**config.mk**
```make
export PLATFORM = sky130hd
export DESIGN_NAME = fft_frame_arbiter
export DESIGN_NICKNAME = d
export VERILOG_FILES = /design/src/rtl/fft_frame_arbiter.sv
export SDC_FILE = /design/constraint.sdc
export NUM_CORES = 1
export LEC_CHECK = 0
export CORE_ASPECT_RATIO = 0.75
export CORE_MARGIN = 5
export CORE_UTILIZATION = 30
export CTS_BUF_LIST = sky130_fd_sc_hd__clkbuf_8
export DETAILED_ROUTE_END_ITERATION = 10
export GPL_ROUTABILITY_DRIVEN = 0
export SYNTH_ARGS = -nofsm -noshare
export SYNTH_HDL_FRONTEND = slang
export SYNTH_SLANG_ARGS = --single-unit
```
**constraint.sdc**
```tcl
create_clock -name clk -period 4.4 [get_ports clk]
set_clock_uncertainty 0.2 [all_clocks]
set_input_delay 0.66 -clock clk [delete_from_list [all_inputs] [get_ports clk]]
set_output_delay 0.66 -clock clk [all_outputs]
set_load 0.005 [all_outputs]
```
**src/rtl/fft_frame_arbiter.sv**
```systemverilog
// Round-robin frame arbiter sharing one 32-point FFT pipeline between two sample sources.
// Each granted frame is tagged so the FFT result stream can be routed back to its channel.
module fft_frame_arbiter #(
    parameter int DATA_W    = 11,
    parameter int OUT_W     = 17,
    parameter int FRAME_LEN = 32,
    parameter int MAX_OUT   = 4
) (
    input  logic              clk,
    input  logic              rst,
    input  logic              ch0_valid,
    input  logic [DATA_W-1:0] ch0_data,
    output logic              ch0_ready,
    input  logic              ch1_valid,
    input  logic [DATA_W-1:0] ch1_data,
    output logic              ch1_ready,
    output logic              fft_valid_i,
    output logic [DATA_W-1:0] fft_x_r,
    input  logic              fft_finish,
    input  logic [OUT_W-1:0]  fft_answer,
    output logic              res_valid,
    output logic [OUT_W-1:0]  res_data,
    output logic              res_chan,
    output logic              res_last,
    output logic              busy,
    output logic              err
);
    localparam int CNT_W = $clog2(FRAME_LEN);
    localparam int AW    = $clog2(MAX_OUT);
    localparam int PTR_W = AW + 1;
    localparam logic [CNT_W-1:0] LAST_BEAT = CNT_W'(FRAME_LEN - 1);
    localparam logic [CNT_W-1:0] CNT_ONE   = CNT_W'(1);
    localparam logic [CNT_W-1:0] CNT_ZERO  = CNT_W'(0);

    typedef enum logic [0:0] {
        IDLE   = 1'b0,
        STREAM = 1'b1
    } state_t;

    state_t             state_q, state_d;
    logic               gnt_q, gnt_d;
    logic               last_gnt_q, last_gnt_d;
    logic [CNT_W-1:0]   in_cnt_q, in_cnt_d;
    logic [CNT_W-1:0]   out_cnt_q, out_cnt_d;
    logic [PTR_W-1:0]   wr_ptr_q, wr_ptr_d;
    logic [PTR_W-1:0]   rd_ptr_q, rd_ptr_d;
    logic [MAX_OUT-1:0] tag_mem_q;

    logic               ch0_ready_q, ch1_ready_q;
    logic               fft_valid_q;
    logic [DATA_W-1:0]  fft_x_q;
    logic               res_valid_q, res_chan_q, res_last_q;
    logic [OUT_W-1:0]   res_data_q;
    logic               busy_q, err_q;

    logic               fifo_empty_s, fifo_full_s;
    logic               sel_valid_s, accept_s, push_s;
    logic [DATA_W-1:0]  sel_data_s;
    logic               res_beat_s, pop_s, head_tag_s;

    assign fifo_empty_s = (wr_ptr_q == rd_ptr_q);
    assign fifo_full_s  = (wr_ptr_q[AW] != rd_ptr_q[AW]) &&
                          (wr_ptr_q[AW-1:0] == rd_ptr_q[AW-1:0]);
    assign sel_valid_s  = gnt_q ? ch1_valid : ch0_valid;
    assign sel_data_s   = gnt_q ? ch1_data  : ch0_data;
    assign accept_s     = (state_q == STREAM) && sel_valid_s;
    // A finish beat with no tag outstanding is dropped and only flags err.
    assign res_beat_s   = fft_finish && !fifo_empty_s;
    assign pop_s        = res_beat_s && (out_cnt_q == LAST_BEAT);
    assign head_tag_s   = tag_mem_q[rd_ptr_q[AW-1:0]];

    // Arbitration FSM, beat counters and tag FIFO pointer updates.
    always_comb begin
        state_d    = state_q;
        gnt_d      = gnt_q;
        last_gnt_d = last_gnt_q;
        in_cnt_d   = in_cnt_q;
        push_s     = 1'b0;
        case (state_q)
            IDLE: begin
                if ((ch0_valid || ch1_valid) && !fifo_full_s) begin
                    if (ch0_valid && ch1_valid) begin
                        gnt_d = ~last_gnt_q;
                    end else begin
                        gnt_d = ch1_valid;
                    end
                    last_gnt_d = gnt_d;
                    push_s     = 1'b1;
                    in_cnt_d   = CNT_ZERO;
                    state_d    = STREAM;
                end else begin
                    state_d = IDLE;
                end
            end
            STREAM: begin
                if (accept_s && (in_cnt_q == LAST_BEAT)) begin
                    in_cnt_d = CNT_ZERO;
                    state_d  = IDLE;
                end else if (accept_s) begin
                    in_cnt_d = in_cnt_q + CNT_ONE;
                end else begin
                    in_cnt_d = in_cnt_q;
                end
            end
            default: begin
                state_d = IDLE;
            end
        endcase

        if (res_beat_s && (out_cnt_q == LAST_BEAT)) begin
            out_cnt_d = CNT_ZERO;
        end else if (res_beat_s) begin
            out_cnt_d = out_cnt_q + CNT_ONE;
        end else begin
            out_cnt_d = out_cnt_q;
        end

        wr_ptr_d = wr_ptr_q + {{AW{1'b0}}, push_s};
        rd_ptr_d = rd_ptr_q + {{AW{1'b0}}, pop_s};
    end

    // State, tag storage and registered outputs.
    always_ff @(posedge clk) begin
        if (rst) begin
            state_q     <= IDLE;
            gnt_q       <= 1'b0;
            last_gnt_q  <= 1'b1;
            in_cnt_q    <= CNT_ZERO;
            out_cnt_q   <= CNT_ZERO;
            wr_ptr_q    <= {PTR_W{1'b0}};
            rd_ptr_q    <= {PTR_W{1'b0}};
            tag_mem_q   <= {MAX_OUT{1'b0}};
            ch0_ready_q <= 1'b0;
            ch1_ready_q <= 1'b0;
            fft_valid_q <= 1'b0;
            fft_x_q     <= {DATA_W{1'b0}};
            res_valid_q <= 1'b0;
            res_data_q  <= {OUT_W{1'b0}};
            res_chan_q  <= 1'b0;
            res_last_q  <= 1'b0;
            busy_q      <= 1'b0;
            err_q       <= 1'b0;
        end else begin
            state_q    <= state_d;
            gnt_q      <= gnt_d;
            last_gnt_q <= last_gnt_d;
            in_cnt_q   <= in_cnt_d;
            out_cnt_q  <= out_cnt_d;
            wr_ptr_q   <= wr_ptr_d;
            rd_ptr_q   <= rd_ptr_d;
            if (push_s) begin
                tag_mem_q[wr_ptr_q[AW-1:0]] <= gnt_d;
            end
            ch0_ready_q <= (state_d == STREAM) && !gnt_d;
            ch1_ready_q <= (state_d == STREAM) && gnt_d;
            fft_valid_q <= accept_s;
            if (accept_s) begin
                fft_x_q <= sel_data_s;
            end
            res_valid_q <= res_beat_s;
            if (res_beat_s) begin
                res_data_q <= fft_answer;
                res_chan_q <= head_tag_s;
                res_last_q <= (out_cnt_q == LAST_BEAT);
            end
            busy_q <= (state_d == STREAM) || (wr_ptr_d != rd_ptr_d);
            if (fft_finish && fifo_empty_s) begin
                err_q <= 1'b1;
            end
        end
    end

    assign ch0_ready   = ch0_ready_q;
    assign ch1_ready   = ch1_ready_q;
    assign fft_valid_i = fft_valid_q;
    assign fft_x_r     = fft_x_q;
    assign res_valid   = res_valid_q;
    assign res_data    = res_data_q;
    assign res_chan    = res_chan_q;
    assign res_last    = res_last_q;
    assign busy        = busy_q;
    assign err         = err_q;

endmodule

```
# After elaboration in Yosys (flattened, before gate mapping)

Cells that the tools add are included.

Add/subtract/negate cells: 4
Order comparisons: 3
Equality and inequality tests: 8
Mux-type cells: 18
Bitwise gates (word level): 2
Reduce and logical (&&, ||, !) cells: 19

Operator list:

| kind                | count |
|---|---|
| $mux 5              | 3 |
| $logic_and 1x1->1   | 11 |
| $mux 11             | 1 |
| $add 5x1->5 const B | 2 |
| $eq 5x5->1 const B  | 2 |
| $pmux 5 s2          | 1 |
| $mux 1              | 9 |
| $add 3x1->3         | 2 |
| $lt 2x3->1 const B  | 2 |
| $bwmux 4            | 1 |
| $reduce_and 2->1    | 2 |
| $eq 3x3->1          | 1 |
| $logic_not 1->1     | 3 |
| $ne 3x1->1 const B  | 1 |
| $ne 3x3->1          | 1 |
| $bmux 1 s2          | 1 |
| $demux 1 s2         | 1 |
| $eq 2x2->1          | 1 |
| $ge 2x1->1 const B  | 1 |
| $logic_or 1x1->1    | 2 |
| $ne 2x2->1 const B  | 1 |
| $not 1->1           | 2 |
| $pmux 1 s2          | 1 |
| $reduce_or 2->1     | 1 |
| $ne 1x1->1          | 1 |

Bits in registers: 59
Output and inout port bits: 36
Word-level logic and storage cells: 72

# Longest topological paths before layout

Gate-level depths: netlist of the first run.

Depth in word-level cells: 9
Gate-level depth with buffers: 10

# Least setup slack after synthesis of the first run

No wires, ideal clock.

Kind: register -> register
From: register wr_ptr_q[2]
To: register busy_q (netlist: busy)
Setup time: 139 ps
Data arrival time: 1999 ps
Data required time: 4061 ps
Path slack: 2062 ps
Stages on the path, launching flop included: 11
Path buffers: 1
Period minus slack after synthesis: 2338 ps
Cell sequence: dfxtp_1 -> xor2_2 -> o31a_1 -> clkbuf_1 -> nand2_1 -> inv_1 -> ha_1 -> ha_1 -> xnor2_1 -> xnor2_1 -> a41oi_1

Cells in the longest elaborated chain, start to end: 9
Elaborated cells between the ends (all ways): 15
Classes of those cells: add/sub (2); eq/ne (3); mux (3); reduce/logical (7)

Ends and longest elaborated chain:

| item                   | RTL line | source |
|---|---|---|
| start, declared        | 45       | `logic [PTR_W-1:0] wr_ptr_q, wr_ptr_d;` |
| start signal, assigned | 130      | `wr_ptr_q <= {PTR_W{1'b0}};` |
| start signal, assigned | 149      | `wr_ptr_q <= wr_ptr_d;` |
| $ne 1x1->1             | 62       | `assign fifo_full_s = (wr_ptr_q[AW] != rd_ptr_q[AW]) &&` |
| $logic_and 1x1->1      | 62       |  |
| $logic_not 1->1        | 81       | `if ((ch0_valid \|\| ch1_valid) && !fifo_full_s) begin` |
| $logic_and 1x1->1      | 81       |  |
| $mux 1                 | 81       |  |
| $mux 1                 | 79       | `case (state_q)` |
| $add 3x1->3            | 118      | `wr_ptr_d = wr_ptr_q + {{AW{1'b0}}, push_s};` |
| $ne 3x3->1             | 166      | `busy_q <= (state_d == STREAM) \|\| (wr_ptr_d != rd_ptr_d);` |
| $logic_or 1x1->1 (*)   | 166      |  |
| end signal, assigned   | 166      |  |
| end, declared          | 54       | `logic busy_q, err_q;` |

Every way passes the cells marked *; elsewhere a longest branch is shown, timed or not.
A chain may end at the register's enable or synchronous reset.

# Worst setup path in the final report of the first run

From: input ch1_valid
To: register busy_q (netlist: busy)

Cells in the longest elaborated chain, start to end: 7
Elaborated cells between the ends (all ways): 12
Classes of those cells: add/sub (1); eq/ne (1); mux (5); reduce/logical (5)

Ends and longest elaborated chain:

| item                 | RTL line | source |
|---|---|---|
| start, declared      | 14       | `input logic ch1_valid,` |
| $logic_or 1x1->1     | 81       |  |
| $logic_and 1x1->1    | 81       |  |
| $mux 1               | 81       |  |
| $mux 1               | 79       |  |
| $add 3x1->3          | 118      |  |
| $ne 3x3->1           | 166      |  |
| $logic_or 1x1->1 (*) | 166      |  |

Marks and branches as above.

==> flow_summary.toml, run 1 <==
[setup_path]
rr_startpoint = "wr_ptr_q[1]"
crit_path_start_kind = "input pin"
required_ps = 4380
slowest_delay_ps = 590
crit_start = "ch1_valid"
critPathBufInv = 1
critPathTopFamily = "compound AO/OA/AOI/OAI gates"
cp.arrival_ps = 2680
cp_cell_sequence = "clkdlybuf4s50_1 -> nor2_1 -> a311oi_2 -> ha_1 -> ha_1 -> xnor2_1 -> xnor2_1 -> a41oi_1"
crit_slowest_cell = "clkdlybuf4s50_1"
critPathKind = "in -> reg"
cp-end-kind = "flop"
crit_path_max_fanout = 8

[clock_network]
cts_resized = 0
cts_num_sinks = 59
clk_pin_slew_ps = 70
cts-buffers-inserted = 9
clkLatencyLatePin_ps = 330
cts_setup_buffers = 0
cts_hold_buf = 0
htreeDepth = 3
root_buffer = "clkbuf_8"
cts_tree = "done"
cts_buffer_depth = 2

[drt]
drc = 0
first_pass_iters = 4
viasPerCell = 4.64
vias = 2194
postRouteAntennaNets = 0
wirelength_mm = 6.01
wl_per_cell_um = 12.7
drt_iter0_markers = 95

[finish]
postLayoutCellArea_um2 = 3620
antennaDiodeCount = 0
fillerInstances = 833
nets = 412
multi_input_area_um2 = 1270
area_growth_pct = 43.3
regArea_um2 = 1180
drive_above_1_share_pct = 7.12

[logic_synthesis]
synth-adder-area-share_pct = 3.96
yosys.area.top_type = "dfxtp_1"
synthCells = 281
synth-simple-area-share_pct = 19.7
synth.most_common_cell = "dfxtp_1"
synth_top_family_by_area = "simple AND/OR/NAND/NOR gates"
yosys_most_used_dff = "dfxtp_1"
synth_compound_area_share_pct = 14.5
synth.distinct_cells = 42
synth_edf_count = 0
synth_fp_nets = 333
ys_warn_count = 0
avgSynthCellArea_um2 = 8.99
synth.area.mux_share_pct = 7.68
synth_xor_area_share_pct = 4.11
synth_seq_area_share_pct = 46.8
synthTopCellsByCount = "dfxtp_1, nand2_1, a21oi_1, nor2_1, mux2i_1"
yosys-top-cells-area = "dfxtp_1, nand2_1, mux2i_1"
ys_seq_elements = 59
syn-cell-area_um2 = 2520
yosysTopAreaCellShare_pct = 46.8
synthArstFlopShare_pct = 0

[power_and_ir_drop]
leakage_nw = 1.34
powerDensity_nw_per_um2 = 354
total_power_mw = 1.28
irDropWorstVdd_mv = 0.147

[floorplan]
dieArea_um2 = 10400
rows = 29
core-area_um2 = 8350
chipHeight_um = 89.5
die_w_um = 116
io_pins = 80
initial_utilization_pct = 30.3

[timing]
fin_tns_setup_ps = 0
min_period_over_period_pct = 61.4
max_slew.worst_pin.slew_ps = 799
final_hold_viol_count = 0
min_period_ps = 2700
whs_ps = 257
fmax_ghz = 0.370
max_slew_margin_pct = 46.6
rsz0062_at_grt = "no"
maxSlewViolCount = 0
fin_ws_ps = 1700
setup_viol = 0

[grt]
grt_pass1_vias = 2109
track_usage_pct = 12.1
overflow = 0
antenna_found_initial = 0
grt_pass1_wl_mm = 9.97
grt_max_degree = 56

[placement]
dpl_worst_slack_ps = 1410
postPlaceCellArea_um2 = 3420
dpl.hpwl_mm = 4.26
port_buffers = 79

[hold_path]
hp-start = "res_data[4]"
min_path_type = "reg -> reg"

[run_status]
status = "complete, no violations"

[run]
cap_violations = 0
-- area by class of cell --
| class | count | area share, % |
|---|---|---|
| clock buffers | 10 | 3.80 |
| clock inverters | 6 | 1.56 |
| inverters | 6 | 0.622 |
| multi-input cells | 201 | 35.1 |
| flip-flops and latches | 59 | 32.6 |
| well taps | 108 | 3.73 |
| repair buffers | 83 | 22.5 |
-- layout by cell type (no fill, tap or decap), types with 2 or more instances in the layout --
| master | instances |
|---|---|
| clkdlybuf4s50_1 | 78 |
| dfxtp_1 | 59 |
| nand2_1 | 55 |
| nor2_1 | 24 |
| a21oi_1 | 24 |
| mux2i_1 | 16 |
| a211oi_1 | 11 |
| clkbuf_8 | 10 |
| xnor2_1 | 8 |
| nand3_1 | 8 |
| ha_1 | 8 |
| inv_1 | 7 |
| nand3b_1 | 6 |
| nor2b_1 | 5 |
| buf_4 | 4 |
| or3_1 | 3 |
| clkinv_2 | 3 |
| and3_1 | 2 |
| xor2_1 | 2 |
| nor3_1 | 2 |
| a31oi_1 | 2 |
| nand2b_1 | 2 |
| a41oi_1 | 2 |
-- registers in the layout (all words and copies together) (netlist names) --
register and flops:
res_data 17, fft_x_r 11, in_cnt_q 5, out_cnt_q 5, tag_mem_q 4, rd_ptr_q 3, wr_ptr_q 3, busy 1
ch0_ready 1, ch1_ready 1, err 1, fft_valid_i 1, gnt_q 1, last_gnt_q 1, res_chan 1, res_last 1
res_valid 1, state_q 1
-- routing by layer --
metal	GRT usage [%]	part of all wire (%)	vias up
met5	0	0	-
met4	4.43	1.3	0
met3	4.40	4.8	7
li1	-	-	1139
met2	18.4	44	44
met1	15.8	49	1004
-- through the flow --
step / std cells / util (%)
2_1_floorplan: 281 / -
3_3_place_gp: 457 / 41.0
3_5_place_dp: 457 / 41.0
4_1_cts: 473 / 43.4
5_1_grt: 473 / 43.4
6_report: 473 / 43.4
-- tightest hold or removal path, cell delays in order (launching register included) --
cell,delay [ps]
dfxtp_1,310
nand2_1,50
a21oi_1,50
-- final timing paths --
path	slack [ps]	cells past startpoint	to
min reg2reg	260	2	res_data[4]
min	260	2	res_data[4]
max	1700	8	busy
max reg2reg	1880	10	busy
-- power by group --
| part | internal, mW | total, mW | switching (mW) |
|---|---|---|---|
| Clock | 0.272 | 0.481 | 0.210 |
| Combinational | 0.119 | 0.208 | 0.0881 |
| Sequential | 0.566 | 0.591 | 0.0249 |
-- cells by family (layout without fill, tap and decap cells) --
kind of cell             Yosys count  after routing
AND/OR/NAND/NOR                  111            111
flip-flops                        59             59
AO/OA/AOI/OAI                     53             53
buffers and inverters             21            105
multiplexers                      18             18
XOR/XNOR                          11             11
adder cells (fa/ha/maj)            8              8
Power figures use the tool's default switching activity.
==> inputs of run 2 (changes only) <==
Clock period 4.4 ns to 2.3 ns, I/O delays scaled along.
==> flow_summary.toml, run 2 (same netlist as run 1, synthesis figures left out) <==
[setup_path]
cp.arrival_ps = 2240
rr_startpoint = "wr_ptr_q[1]"
crit_path_max_fanout = 6
critPathKind = "reg -> reg"
cp-end-kind = "flop"
required_ps = 2280
slowest_delay_ps = 350
ff2ff_path_depth = 8
cp_cell_sequence = "buf_4 -> xnor2_2 -> a311oi_4 -> ha_1 -> ha_1 -> xnor2_2 -> xnor2_1 -> a41oi_2"
timing.reg2reg.setup_slack_ps = 40
crit_slowest_cell = "a311oi_4"
crit_path_start_kind = "flop"
worstReg2RegEnd = "busy"
critPathTopFamily = "XOR/XNOR gates"
critPathBufInv = 1

[timing]
setup_viol = 0
whs_ps = 220
max_slew_margin_pct = 65.2
fin_ws_ps = 41.5
max_slew.worst_pin.slew_ps = 516
maxSlewViolCount = 0
min_period_over_period_pct = 98.2
fin_tns_setup_ps = 0
fmax_ghz = 0.443
final_hold_viol_count = 0
min_period_ps = 2260

[drt]
drt_iter0_markers = 70
wl_per_cell_um = 13.1
first_pass_iters = 4
wirelength_mm = 6.41
vias = 2257
drc = 0
viasPerCell = 4.63
postRouteAntennaNets = 0

[floorplan]
chipHeight_um = 89.5
die_w_um = 116
core-area_um2 = 8350
dieArea_um2 = 10400
initial_utilization_pct = 30.3
io_pins = 80
rows = 29

[clock_network]
clkLatencyLatePin_ps = 330
htreeDepth = 3
root_buffer = "clkbuf_8"
cts-buffers-inserted = 9
cts_buffer_depth = 2
cts_num_sinks = 59
cts_hold_buf = 0
cts_tree = "done"
clk_pin_slew_ps = 70

[finish]
regArea_um2 = 1190
final_common_cell = "clkdlybuf4s50_1"
final_cells = 488
nets = 427
drive_above_1_share_pct = 14.5
multi_input_area_um2 = 1330
area_growth_pct = 51.7
final_cell_mix = "clkdlybuf4s50_1, nand2_1, dfxtp_1, nor2_1, a21oi_1"
antennaDiodeCount = 0
largest_reg_flops = 17
fillerInstances = 829

[grt]
antenna_found_initial = 0
grt_pass1_vias = 2186
overflow = 0
grt_pass1_wl_mm = 10.0
track_usage_pct = 12.2
grt_max_degree = 25

[power_and_ir_drop]
leakage_nw = 1.41
total_power_mw = 2.54
powerDensity_nw_per_um2 = 663
irDropWorstVdd_mv = 0.310

[hold_path]
hp-start = "rst"
hold_end = "fft_valid_i"
hold_path_depth = 2
min_path_type = "in -> reg"

[run_status]
status = "complete, no violations"

[placement]
dp.cells = 470
dpl_worst_slack_ps = -135
port_buffers = 79
dpl.hpwl_mm = 4.73

[run]
cap_violations = 0
run 2: cell types whose count changed in the layout (fill, tap and decap cells not counted), moves of 2 or more:
cell,delta
ha_1,-3
dfxtp_1,-4
xor2_1,-2
xnor2_2,+3
buf_4,+14
dfxtp_2,+4
clkinvlp_4,+2
ha_2,+3
clkinv_2,-3
xnor2_1,-3
xor2_2,+2
run 2: metal layers:
layer  part of all wire, %  track usage, %  vias up
met5                     0               0        -
met3                   4.0            3.99        4
li1                      -               -     1168
met2                    50            20.0       28
met1                    46            15.4     1057
met4                  0.47            3.79        0
run 2: how the worst max path moves through the flow:
stage | start | end | depth (start not counted)
final | wr_ptr_q[1] | busy | 8
after global routing | wr_ptr_q[1] | busy | 9
after CTS | out_cnt_q[0] | busy | 10
after detailed placement | ch1_valid | busy | 8
after global placement | ch0_valid | busy | 8
after floorplan | wr_ptr_q[2] | busy | 10
run 2: cell type report:
class                   instances  share of cell area [%]
clock inverters                 5                    1.60
well taps                     108                    3.53
inverters                       6                   0.588
flip-flops and latches         59                    31.0
clock buffers                  11                    3.95
repair buffers                 98                    24.6
multi-input cells             201                    34.8
run 2: timing repair:
item,CTS,global route
endpoints found under the setup margin,0,1
gates resized for setup,0,14
buffers inserted,0,2
run 2: report_power, final:
part           switching, mW  leakage [nW]  internal [mW]
registers             0.0393         0.484           1.08
logic                  0.193         0.824          0.253
clock network          0.409        0.0978          0.560
total                  0.641          1.41           1.90
run 2: stage by stage:
| stage | utilization (%) | area, µm² |
|---|---|---|
| floorplan | - | 2530 |
| global placement | 42.4 | 3530 |
| detailed placement | 42.4 | 3530 |
| CTS | 44.9 | 3750 |
| global route | 45.9 | 3830 |
| finish | 45.9 | 3830 |
==> inputs of run 3 (changes only) <==
Settings changed: CORE_MARGIN 5 to 2.
==> flow_summary.toml, run 3 (same netlist as run 1, synthesis figures left out) <==
[finish]
antennaDiodeCount = 0
drive_above_1_share_pct = 13.0
area_growth_pct = 48.3
final_common_cell = "clkdlybuf4s50_1"
postLayoutCellArea_um2 = 3740
final_cell_mix = "clkdlybuf4s50_1, nand2_1, dfxtp_1, nor2_1, a21oi_1"
regArea_um2 = 1190
multi_input_area_um2 = 1310
fillerInstances = 788
largest_reg_flops = 17
nets = 426

[floorplan]
chipHeight_um = 83.5
dieArea_um2 = 9170
rows = 28
io_pins = 80
initial_utilization_pct = 31.5
die_w_um = 110
core-area_um2 = 8020

[grt]
grt_max_degree = 25
antenna_found_initial = 0
grt_pass1_vias = 2206
track_usage_pct = 14.2
overflow = 0
grt_pass1_wl_mm = 10.3

[timing]
rsz0062_at_grt = "no"
max_slew.worst_pin.slew_ps = 549
min_period_over_period_pct = 94.7
final_hold_viol_count = 0
max_slew_margin_pct = 63.0
maxSlewViolCount = 0
fmax_ghz = 0.459
setup_viol = 0
min_period_ps = 2180

[drt]
postRouteAntennaNets = 0
viasPerCell = 4.69
drc = 0
first_pass_iters = 4
drt_iter0_markers = 51
wirelength_mm = 6.07
wl_per_cell_um = 12.6
vias = 2264

[hold_path]
hold_end = "rd_ptr_q[2]"
min_path_type = "in -> reg"
hold_path_depth = 2
hp-start = "rst"

[clock_network]
cts_tree = "done"
cts_hold_buf = 0
cts_buffer_depth = 2
cts-buffers-inserted = 9
clk_pin_slew_ps = 60
root_buffer = "clkbuf_8"
cts_num_sinks = 59
clkLatencyLatePin_ps = 330
htreeDepth = 3

[placement]
dpl.hpwl_mm = 4.47
postPlaceCellArea_um2 = 3520
port_buffers = 79

[setup_path]
required_ps = 2290
crit_slowest_cell = "dfxtp_1"
cp-end-kind = "flop"
rr_startpoint = "wr_ptr_q[1]"
timing.reg2reg.setup_slack_ps = 120
crit_path_max_fanout = 3
critPathKind = "reg -> reg"
worstReg2RegEnd = "busy"
cp_cell_sequence = "xor2_1 -> o31a_1 -> nand2_1 -> inv_1 -> ha_1 -> ha_2 -> xnor2_2 -> xnor2_1 -> a41oi_2"
crit_path_start_kind = "flop"
slowest_delay_ps = 340
critPathTopFamily = "XOR/XNOR gates"
cp.arrival_ps = 2170
ff2ff_path_depth = 9
critPathBufInv = 1

[power_and_ir_drop]
powerDensity_nw_per_um2 = 638
total_power_mw = 2.39
leakage_nw = 1.40
irDropWorstVdd_mv = 0.247

[run]
cap_violations = 0

[run_status]
status = "complete, no violations"
==> run 3: cell count changes in the layout (fill, tap and decap cells not counted), sizes merged <==
| cell | change |
|---|---|
| buf | -1 |
| bufinv | -1 |
| clkbuf | +1 |
| clkinv | +1 |
| clkinvlp | -3 |
| inv | +1 |
==> run 3: how the worst max path moves through the flow <==
stage	startpoint	endpoint	slack, ps	depth (start not counted)
floorplan	wr_ptr_q[2]	busy	10	10
global placement	ch0_valid	busy	-30	8
detailed placement	ch0_valid	busy	-60	8
CTS	out_cnt_q[0]	busy	30	10
global route	out_cnt_q[0]	busy	5	10
finish	wr_ptr_q[1]	busy	120	9
==> run 3: stage by stage <==
stage | setup WS (ps) | hold WS [ps] | instances | setup TNS, ps | util (%)
floorplan | 14.3 | 235 | 281 | 0 | -
global placement | -34.9 | 241 | 467 | -34.9 | 43.9
detailed placement | -63.2 | 248 | 467 | -63.2 | 43.9
CTS | 30.5 | 161 | 482 | 0 | 46.1
global route | 5.21 | 192 | 483 | 0 | 46.7
finish | 123 | 181 | 483 | 0 | 46.7
==> run 3: metal layers <==
layer	vias to the layer above	track usage (%)	routed length [µm]
met1	1050	18.4	2970
met2	38	22.0	2760
met3	7	4.53	258
met5	-	0	0
li1	1169	-	-
met4	0	4.83	75
==> run 3: what timing repair did <==
item | in CTS | in global routing
resized for setup | 0 | 10
buffers inserted | 0 | 1
endpoints found under the setup margin | 0 | 1
hold endpoints to repair | 0 | 0
==> run 3: cell type report <==
class / instances / share of cell area [%]
multi-input cells: 201 / 34.8
flip-flops and latches: 59 / 31.7
repair buffers: 97 / 24.6
clock buffers: 12 / 4.41
well taps: 105 / 3.51
inverters: 6 / 0.601
clock inverters: 3 / 0.368
==> run 3: worst register-to-register path, delay by kind of cell (launching register included) <==
| family | cells | cell delay, ps |
|---|---|---|
| compound gates | 2 | 440 |
| xor+xnor | 3 | 550 |
| fa+ha+maj | 2 | 360 |
| buf+inv | 1 | 40 |
| flops | 1 | 340 |
| simple gates | 1 | 90 |
==> run 3: where the power goes <==
group / internal, mW / switching [mW]
clock network: 0.465 / 0.372
registers: 1.08 / 0.0368
logic: 0.244 / 0.186
